--- src/rtl/confreg_responder_pkg.sv ---
// Shared definitions for the confreg responder: address window, register
// word offsets, interrupt status bit positions and the byte-lane merge helper.
// No ports; imported by confreg_responder and its sub-module.
package confreg_responder_pkg;

  // Upper address half that selects the register window.
  localparam logic [15:0] CONFREG_BASE_HI = 16'hBFAF;

  // Word offsets (byte offset >> 2), compared against addr[15:2].
  localparam logic [13:0] OFF_LED    = 14'h0000; // 0x00
  localparam logic [13:0] OFF_SW     = 14'h0001; // 0x04
  localparam logic [13:0] OFF_TIMER  = 14'h0002; // 0x08
  localparam logic [13:0] OFF_CMP    = 14'h0003; // 0x0C
  localparam logic [13:0] OFF_INTST  = 14'h0004; // 0x10
  localparam logic [13:0] OFF_TXDATA = 14'h0005; // 0x14
  localparam logic [13:0] OFF_TXST   = 14'h0006; // 0x18

  // INT_STATUS bit positions.
  localparam int INT_PEND_BIT = 0;
  localparam int INT_OVF_BIT  = 1;

  // Replace only the byte lanes whose enable is set.
  function automatic logic [31:0] byte_merge(input logic [31:0] old_val,
                                             input logic [31:0] new_val,
                                             input logic [3:0]  be);
    logic [31:0] res;
    res = old_val;
    for (int i = 0; i < 4; i++) begin
      if (be[i]) res[i*8 +: 8] = new_val[i*8 +: 8];
    end
    return res;
  endfunction

endpackage

--- src/rtl/confreg_responder_sync_fifo.sv ---
// Synchronous circular-buffer FIFO with one extra pointer bit to tell full
// from empty. Ports: push/din write side, pop read side, full/empty/count
// status, head = current oldest entry (0 when empty).
module sync_fifo #(
  parameter  int WIDTH = 8,
  parameter  int DEPTH = 4,
  localparam int AW    = $clog2(DEPTH)
) (
  input  logic             clk,
  input  logic             reset,
  input  logic             push,
  input  logic [WIDTH-1:0] din,
  input  logic             pop,
  output logic             full,
  output logic             empty,
  output logic [AW:0]      count,
  output logic [WIDTH-1:0] head
);

  localparam logic [AW:0] PTR_ONE = 1;

  logic [WIDTH-1:0] mem [DEPTH];
  logic [AW:0]      wptr;
  logic [AW:0]      rptr;
  logic             do_push;
  logic             do_pop;

  assign empty = (wptr == rptr);
  assign full  = (wptr[AW] != rptr[AW]) && (wptr[AW-1:0] == rptr[AW-1:0]);
  assign count = wptr - rptr;
  // Masked when empty so the output is a clean 0 after reset.
  assign head  = empty ? '0 : mem[rptr[AW-1:0]];

  assign do_pop  = pop && !empty;
  // A pop in the same cycle frees the slot, so a push into a full FIFO is kept.
  assign do_push = push && (!full || do_pop);

  always_ff @(posedge clk or posedge reset) begin
    if (reset) begin
      wptr <= '0;
      rptr <= '0;
    end else begin
      if (do_push) wptr <= wptr + PTR_ONE;
      if (do_pop)  rptr <= rptr + PTR_ONE;
    end
  end

  // Storage carries no reset; pointers alone define which entries are live.
  always_ff @(posedge clk) begin
    if (do_push && !reset) mem[wptr[AW-1:0]] <= din;
  end

endmodule

--- src/rtl/confreg_responder.sv ---
// Memory-mapped peripheral responder: LEDs, synchronized switches, timer with
// compare interrupt, and a byte TX FIFO drained by a valid/ready stream.
// Ports: memen/wea/addr/wdata/rdata CPU data port; sw_i, led_o, irq_o; tx_valid/tx_data/tx_ready.
module confreg_responder
  import confreg_responder_pkg::*;
#(
  parameter logic [15:0] BASE_HI    = CONFREG_BASE_HI,
  parameter int          LED_W      = 16,
  parameter int          SW_W       = 8,
  parameter int          FIFO_DEPTH = 4
) (
  input  logic             clk,
  input  logic             reset,
  input  logic             memen,
  input  logic [3:0]       wea,
  input  logic [31:0]      addr,
  input  logic [31:0]      wdata,
  output logic [31:0]      rdata,
  input  logic [SW_W-1:0]  sw_i,
  output logic [LED_W-1:0] led_o,
  output logic             irq_o,
  output logic             tx_valid,
  output logic [7:0]       tx_data,
  input  logic             tx_ready
);

  localparam int CW = $clog2(FIFO_DEPTH) + 1;

  // Decode
  logic        sel;
  logic        wr;
  logic        rd;
  logic [13:0] offset;
  logic        unused_addr_lsb;

  assign sel    = memen && (addr[31:16] == BASE_HI);
  assign offset = addr[15:2];
  assign wr     = sel && (|wea);
  assign rd     = sel && (wea == 4'b0000);
  assign unused_addr_lsb = ^addr[1:0];

  logic wr_led, wr_timer, wr_cmp, wr_intst, wr_txd;
  assign wr_led   = wr && (offset == OFF_LED);
  assign wr_timer = wr && (offset == OFF_TIMER);
  assign wr_cmp   = wr && (offset == OFF_CMP);
  assign wr_intst = wr && (offset == OFF_INTST);
  assign wr_txd   = wr && (offset == OFF_TXDATA);

  // State
  logic [LED_W-1:0] led;
  logic [SW_W-1:0]  sw_meta;
  logic [SW_W-1:0]  sw_sync;
  logic [31:0]      timer;
  logic [31:0]      compare;
  logic             pend;
  logic             ovf;

  // Byte-merged write values
  logic [31:0] led_merged;
  logic [31:0] timer_merged;
  logic [31:0] cmp_merged;
  logic [31:0] timer_inc;

  always_comb begin
    led_merged   = byte_merge(32'(led), wdata, wea);
    timer_merged = byte_merge(timer, wdata, wea);
    cmp_merged   = byte_merge(compare, wdata, wea);
  end

  assign timer_inc = timer + 32'd1;

  // TX FIFO
  logic          tx_full;
  logic          tx_empty;
  logic [CW-1:0] tx_count;
  logic          tx_pop;
  logic          tx_push;
  logic          ovf_set;
  logic          pend_set;

  assign tx_valid = !tx_empty;
  assign tx_pop   = tx_valid && tx_ready;
  assign tx_push  = wr_txd && wea[0];
  // Dropped only when there is no room and nothing leaves this cycle.
  assign ovf_set  = tx_push && tx_full && !tx_pop;
  assign pend_set = (timer_inc == compare);

  sync_fifo #(
    .WIDTH (8),
    .DEPTH (FIFO_DEPTH)
  ) u_tx_fifo (
    .clk   (clk),
    .reset (reset),
    .push  (tx_push),
    .din   (wdata[7:0]),
    .pop   (tx_pop),
    .full  (tx_full),
    .empty (tx_empty),
    .count (tx_count),
    .head  (tx_data)
  );

  always_ff @(posedge clk or posedge reset) begin
    if (reset) begin
      led     <= '0;
      sw_meta <= '0;
      sw_sync <= '0;
      timer   <= '0;
      compare <= 32'hFFFF_FFFF;
      pend    <= 1'b0;
      ovf     <= 1'b0;
    end else begin
      sw_meta <= sw_i;
      sw_sync <= sw_meta;

      if (wr_led) led <= led_merged[LED_W-1:0];

      // A software write to TIMER takes the place of the increment.
      if (wr_timer) timer <= timer_merged;
      else          timer <= timer_inc;

      if (wr_cmp) compare <= cmp_merged;

      // Priority: COMPARE write clears > match sets > W1C clears.
      if (wr_cmp)                                   pend <= 1'b0;
      else if (pend_set)                            pend <= 1'b1;
      else if (wr_intst && wdata[INT_PEND_BIT])     pend <= 1'b0;

      if (ovf_set)                                  ovf <= 1'b1;
      else if (wr_intst && wdata[INT_OVF_BIT])      ovf <= 1'b0;
    end
  end

  assign led_o = led;
  assign irq_o = pend;

  // Read mux, combinational and side-effect free
  always_comb begin
    rdata = '0;
    if (rd) begin
      case (offset)
        OFF_LED:   rdata = 32'(led);
        OFF_SW:    rdata = 32'(sw_sync);
        OFF_TIMER: rdata = timer;
        OFF_CMP:   rdata = compare;
        OFF_INTST: begin
          rdata[INT_PEND_BIT] = pend;
          rdata[INT_OVF_BIT]  = ovf;
        end
        OFF_TXST:  rdata = {22'd0, tx_empty, tx_full, 8'(tx_count)};
        default:   rdata = '0;
      endcase
    end
  end

endmodule

--- config.mk ---
export PLATFORM = sky130hd
export DESIGN_NAME = confreg_responder
export DESIGN_NICKNAME = d
export VERILOG_FILES = /design/src/rtl/confreg_responder_pkg.sv /design/src/rtl/confreg_responder_sync_fifo.sv /design/src/rtl/confreg_responder.sv
export SDC_FILE = /design/constraint.sdc
export NUM_CORES = 1
export LEC_CHECK = 0
export CAP_MARGIN = 40
export CORE_MARGIN = 2
export CORE_UTILIZATION = 33
export CTS_CLUSTER_SIZE = 10
export DETAILED_ROUTE_END_ITERATION = 6
export RECOVER_POWER = 50
export SLEW_MARGIN = 20
export SYNTH_ARGS = -nofsm -noshare
export SYNTH_HDL_FRONTEND = slang
export SYNTH_SLANG_ARGS = --single-unit
--- constraint.sdc ---
create_clock -name clk -period 6.53 [get_ports clk]
set_input_delay 1.306 -clock clk [delete_from_list [all_inputs] [get_ports clk]]
set_output_delay 1.306 -clock clk [all_outputs]
set_load 0.01 [all_outputs]
==> results.json <==
{
  "grt_max_degree": 40,
  "switching_share_pct": 25.7,
  "start_util_pct": 33.4,
  "p_seq_share_pct": 41.6,
  "die_h_um": 160,
  "diodes": 0,
  "comb_power_share_pct": 14.4,
  "whs_endpoint": "sw_sync[5]$_DFF_PP0_",
  "synth_flop_cell": "dfrtp_1",
  "ys_seq_elements": 136,
  "post-cts-setup-buffers": 0,
  "die_w_um": 160,
  "hp-class": "flop to flop",
  "layout-drive-gt1-share_pct": 15.9,
  "pwr-share-clk_pct": 43.9,
  "cp-start-kind": "input pin",
  "clk_path_buf_depth": 2,
  "core_sq_um": 24200,
  "end_kind": "output port",
  "dp_hpwl_um": 17300,
  "holdWs_ps": 349,
  "grt_overflow_total": 0,
  "r2r-end": "irq_o$_DFFE_PP0P_",
  "cp.arrival_ps": 4300,
  "critPathRequiredTime_ps": 5220,
  "routed-wl-met3_um": 1530,
  "port_buffers": 135,
  "rsz0062_at_grt": "false",
  "yosysMostFrequentCell": "nor2_1",
  "status": "finished with violations",
  "yosysUniqueCellTypes": 75,
  "routed_via_density": 5.44,
  "synth_edf_count": 32,
  "final_hold_viol_count": 0,
  "power.switching_mw": 0.570,
  "setup_viol": 0,
  "cap_violations": 1,
  "fmax_mhz": 178,
  "avgSynthCellArea_sq_um": 10.4,
  "synth_top_area_share_pct": 22.3,
  "violations": "max-capacitance violations, max-slew violations",
  "wl_met2_um": 10400,
  "cts_tree": "built",
  "clock_latency_ps": 430,
  "grt_pass1_vias": 6372,
  "ios": 138,
  "cts_buffers": 17,
  "worstMarginPinSlew_ps": 2060,
  "crit_path_cell_trace": "clkdlybuf4s50_1 -> or4_1 -> nor4_4 -> buf_4 -> nand4_1 -> buf_4 -> or2_2 -> nor2_1 -> clkdlybuf4s50_1",
  "synthToLayoutAreaGrowth_pct": 27.5,
  "grt_use_total_pct": 18.3,
  "yosysSeqAreaShare_pct": 44.7,
  "tns_ps": 0,
  "first_iter_violations": 527,
  "clk_pin_slew_worst_paths_ps": 60,
  "num_vias": 6680,
  "hold_depth": 0,
  "grt_pass1_wl_um": 36600,
  "dr.pass1.iters": 5,
  "slowest_stage": "or4_1",
  "internal_power_mw": 1.65,
  "slew_violations": 39,
  "synthArstFlopShare_pct": 76.5,
  "cts.sinks": 136,
  "holdBufCountCts": 0,
  "cts-root-buf": "clkbuf_16",
  "synthesis.area_sq_um": 8070,
  "worst_slack_ps": 927,
  "worstRegToRegCells": 8,
  "worstReg2RegStart": "timer[0]$_DFFE_PP0P_",
  "n_fill_cell": 2283,
  "syn-num-nets": 863,
  "synth_cells": 774,
  "place_congestion": 0.889,
  "pre_cts_slack_ps": 912,
  "drc": 0,
  "drt-total-wl_um": 23400,
  "period_share_pct": 85.8,
  "cts_resized": 0,
  "wl_met1_um": 11100,
  "power_density_nw_per_um2": 216,
  "slew_headroom_pct": -37.3,
  "fin_crit_ps": 5600,
  "cp-startpoint": "addr[5]",
  "crit_path_max_incr_delay_ps": 610,
  "antenna_found_initial": 0,
  "fin_skew_ps": 8.16,
  "htree_num_levels": 4,
  "dieArea_sq_um": 25700,
  "synthTopCellsByArea": "dfrtp_1, edfxtp_1, dfstp_2",
  "cp_max_fo": 16,
  "r2r_slack_ps": 2890,
  "top_layer": "met4",
  "power_leakage_nw": 3.92,
  "placement_rows": 57,
  "fin_nets": 980,
  "critPathKind": "input pin to output port",
  "synth_warnings": 0,
  "synthTopCellsByCount": "nor2_1, dfrtp_1, nand2_1",
  "wl_per_cell_um": 19.0,
  "yosys.area.top_type": "dfrtp_1",
  "ir_drop_uv": 147,
  "hold_start": "sw_meta[5]$_DFF_PP0_",
  "ant_nets": 0
}
==> flip-flops by register name, indices dropped and copies added (netlist names) <==
signal,flops
irq_o,1
ovf,1
u_tx_fifo.mem,32
led_o,16
compare,32
sw_meta,8
timer,32
u_tx_fifo.wptr,3
u_tx_fifo.rptr,3
sw_sync,8
==> through the flow <==
stage / cell area (sq um) / util (%) / total power [mW] / std cells
2_1_floorplan: 8070 / - / 1.10 / 774
3_3_place_gp: 9680 / 40.0 / 1.27 / 1194
3_5_place_dp: 9710 / 40.2 / 1.27 / 1196
4_1_cts: 10300 / 42.6 / 2.26 / 1228
5_1_grt: 10300 / 42.5 / 2.31 / 1228
6_report: 10300 / 42.5 / 2.22 / 1228
==> power by group through the flow <==
stage | sequential (mW) | combinational, mW | clock [mW]
finish | 0.924 | 0.321 | 0.976
global route | 0.931 | 0.345 | 1.03
CTS | 0.927 | 0.330 | 0.999
detailed placement | 0.941 | 0.330 | 0
global placement | 0.942 | 0.325 | 0
floorplan | 0.910 | 0.193 | 0
==> per-layer routing <==
metal,global-route usage (%),vias to the layer above
li1,-,3128
met5,0,-
met3,4.03,23
met1,26.8,3288
met2,27.6,241
met4,4.59,0
==> layout make-up <==
cell class	instances	area [sq um]	area share, %
Clock inverter	15	168	1.63
Clock buffer	17	425	4.14
Tap cell	324	405	3.94
Multi-Input combinational cell	577	4200	40.9
Sequential cell	136	3600	35.0
Timing Repair Buffer	147	1430	13.9
Inverter	12	46.3	0.450
==> worst max-delay path by stage <==
stage                end  depth (start not counted)
5_1_grt        rdata[18]                          9
3_5_place_dp   rdata[19]                          9
3_3_place_gp   rdata[31]                          9
2_1_floorplan  rdata[21]                          7
4_1_cts        rdata[19]                          9
6_report       rdata[20]                          9
==> worst max-delay path: cells and delay by family <==
family,cells,cell delay (ps)
buf+inv,4,1370
simple gates,5,1600
==> kinds of logic after synthesis <==
| family | after synthesis | synth area share (%) |
|---|---|---|
| XOR/XNOR | 43 | 4.67 |
| flip-flops | 136 | 44.7 |
| buffers and inverters | 61 | 3.21 |
| multiplexers | 91 | 14.1 |
| AO/OA/AOI/OAI | 144 | 12.1 |
| AND/OR/NAND/NOR | 290 | 19.8 |
| adder cells (fa/ha/maj) | 9 | 1.49 |
==> placed cells by master (no fill, tap or decap), types with 11 or more instances in the layout <==
master / Yosys / routed
and4_1: 12 / 12
mux2_1: 24 / 24
xor2_1: 16 / 16
inv_1: 12 / 11
clkdlybuf4s50_1: 0 / 107
edfxtp_1: 32 / 32
mux4_2: 13 / 13
and2_1: 16 / 16
dlygate4sd3_1: 0 / 27
a211o_1: 16 / 16
mux2i_1: 25 / 25
xnor2_1: 27 / 27
nand3_1: 29 / 29
clkbuf_16: 0 / 17
mux2_2: 29 / 29
nor2_1: 93 / 93
nand4_1: 22 / 22
dfrtp_1: 72 / 72
a21oi_1: 40 / 40
nand2_1: 41 / 41
o21ai_0: 31 / 31
dfstp_2: 32 / 32
No activity file was read; power rests on OpenSTA's default activity.
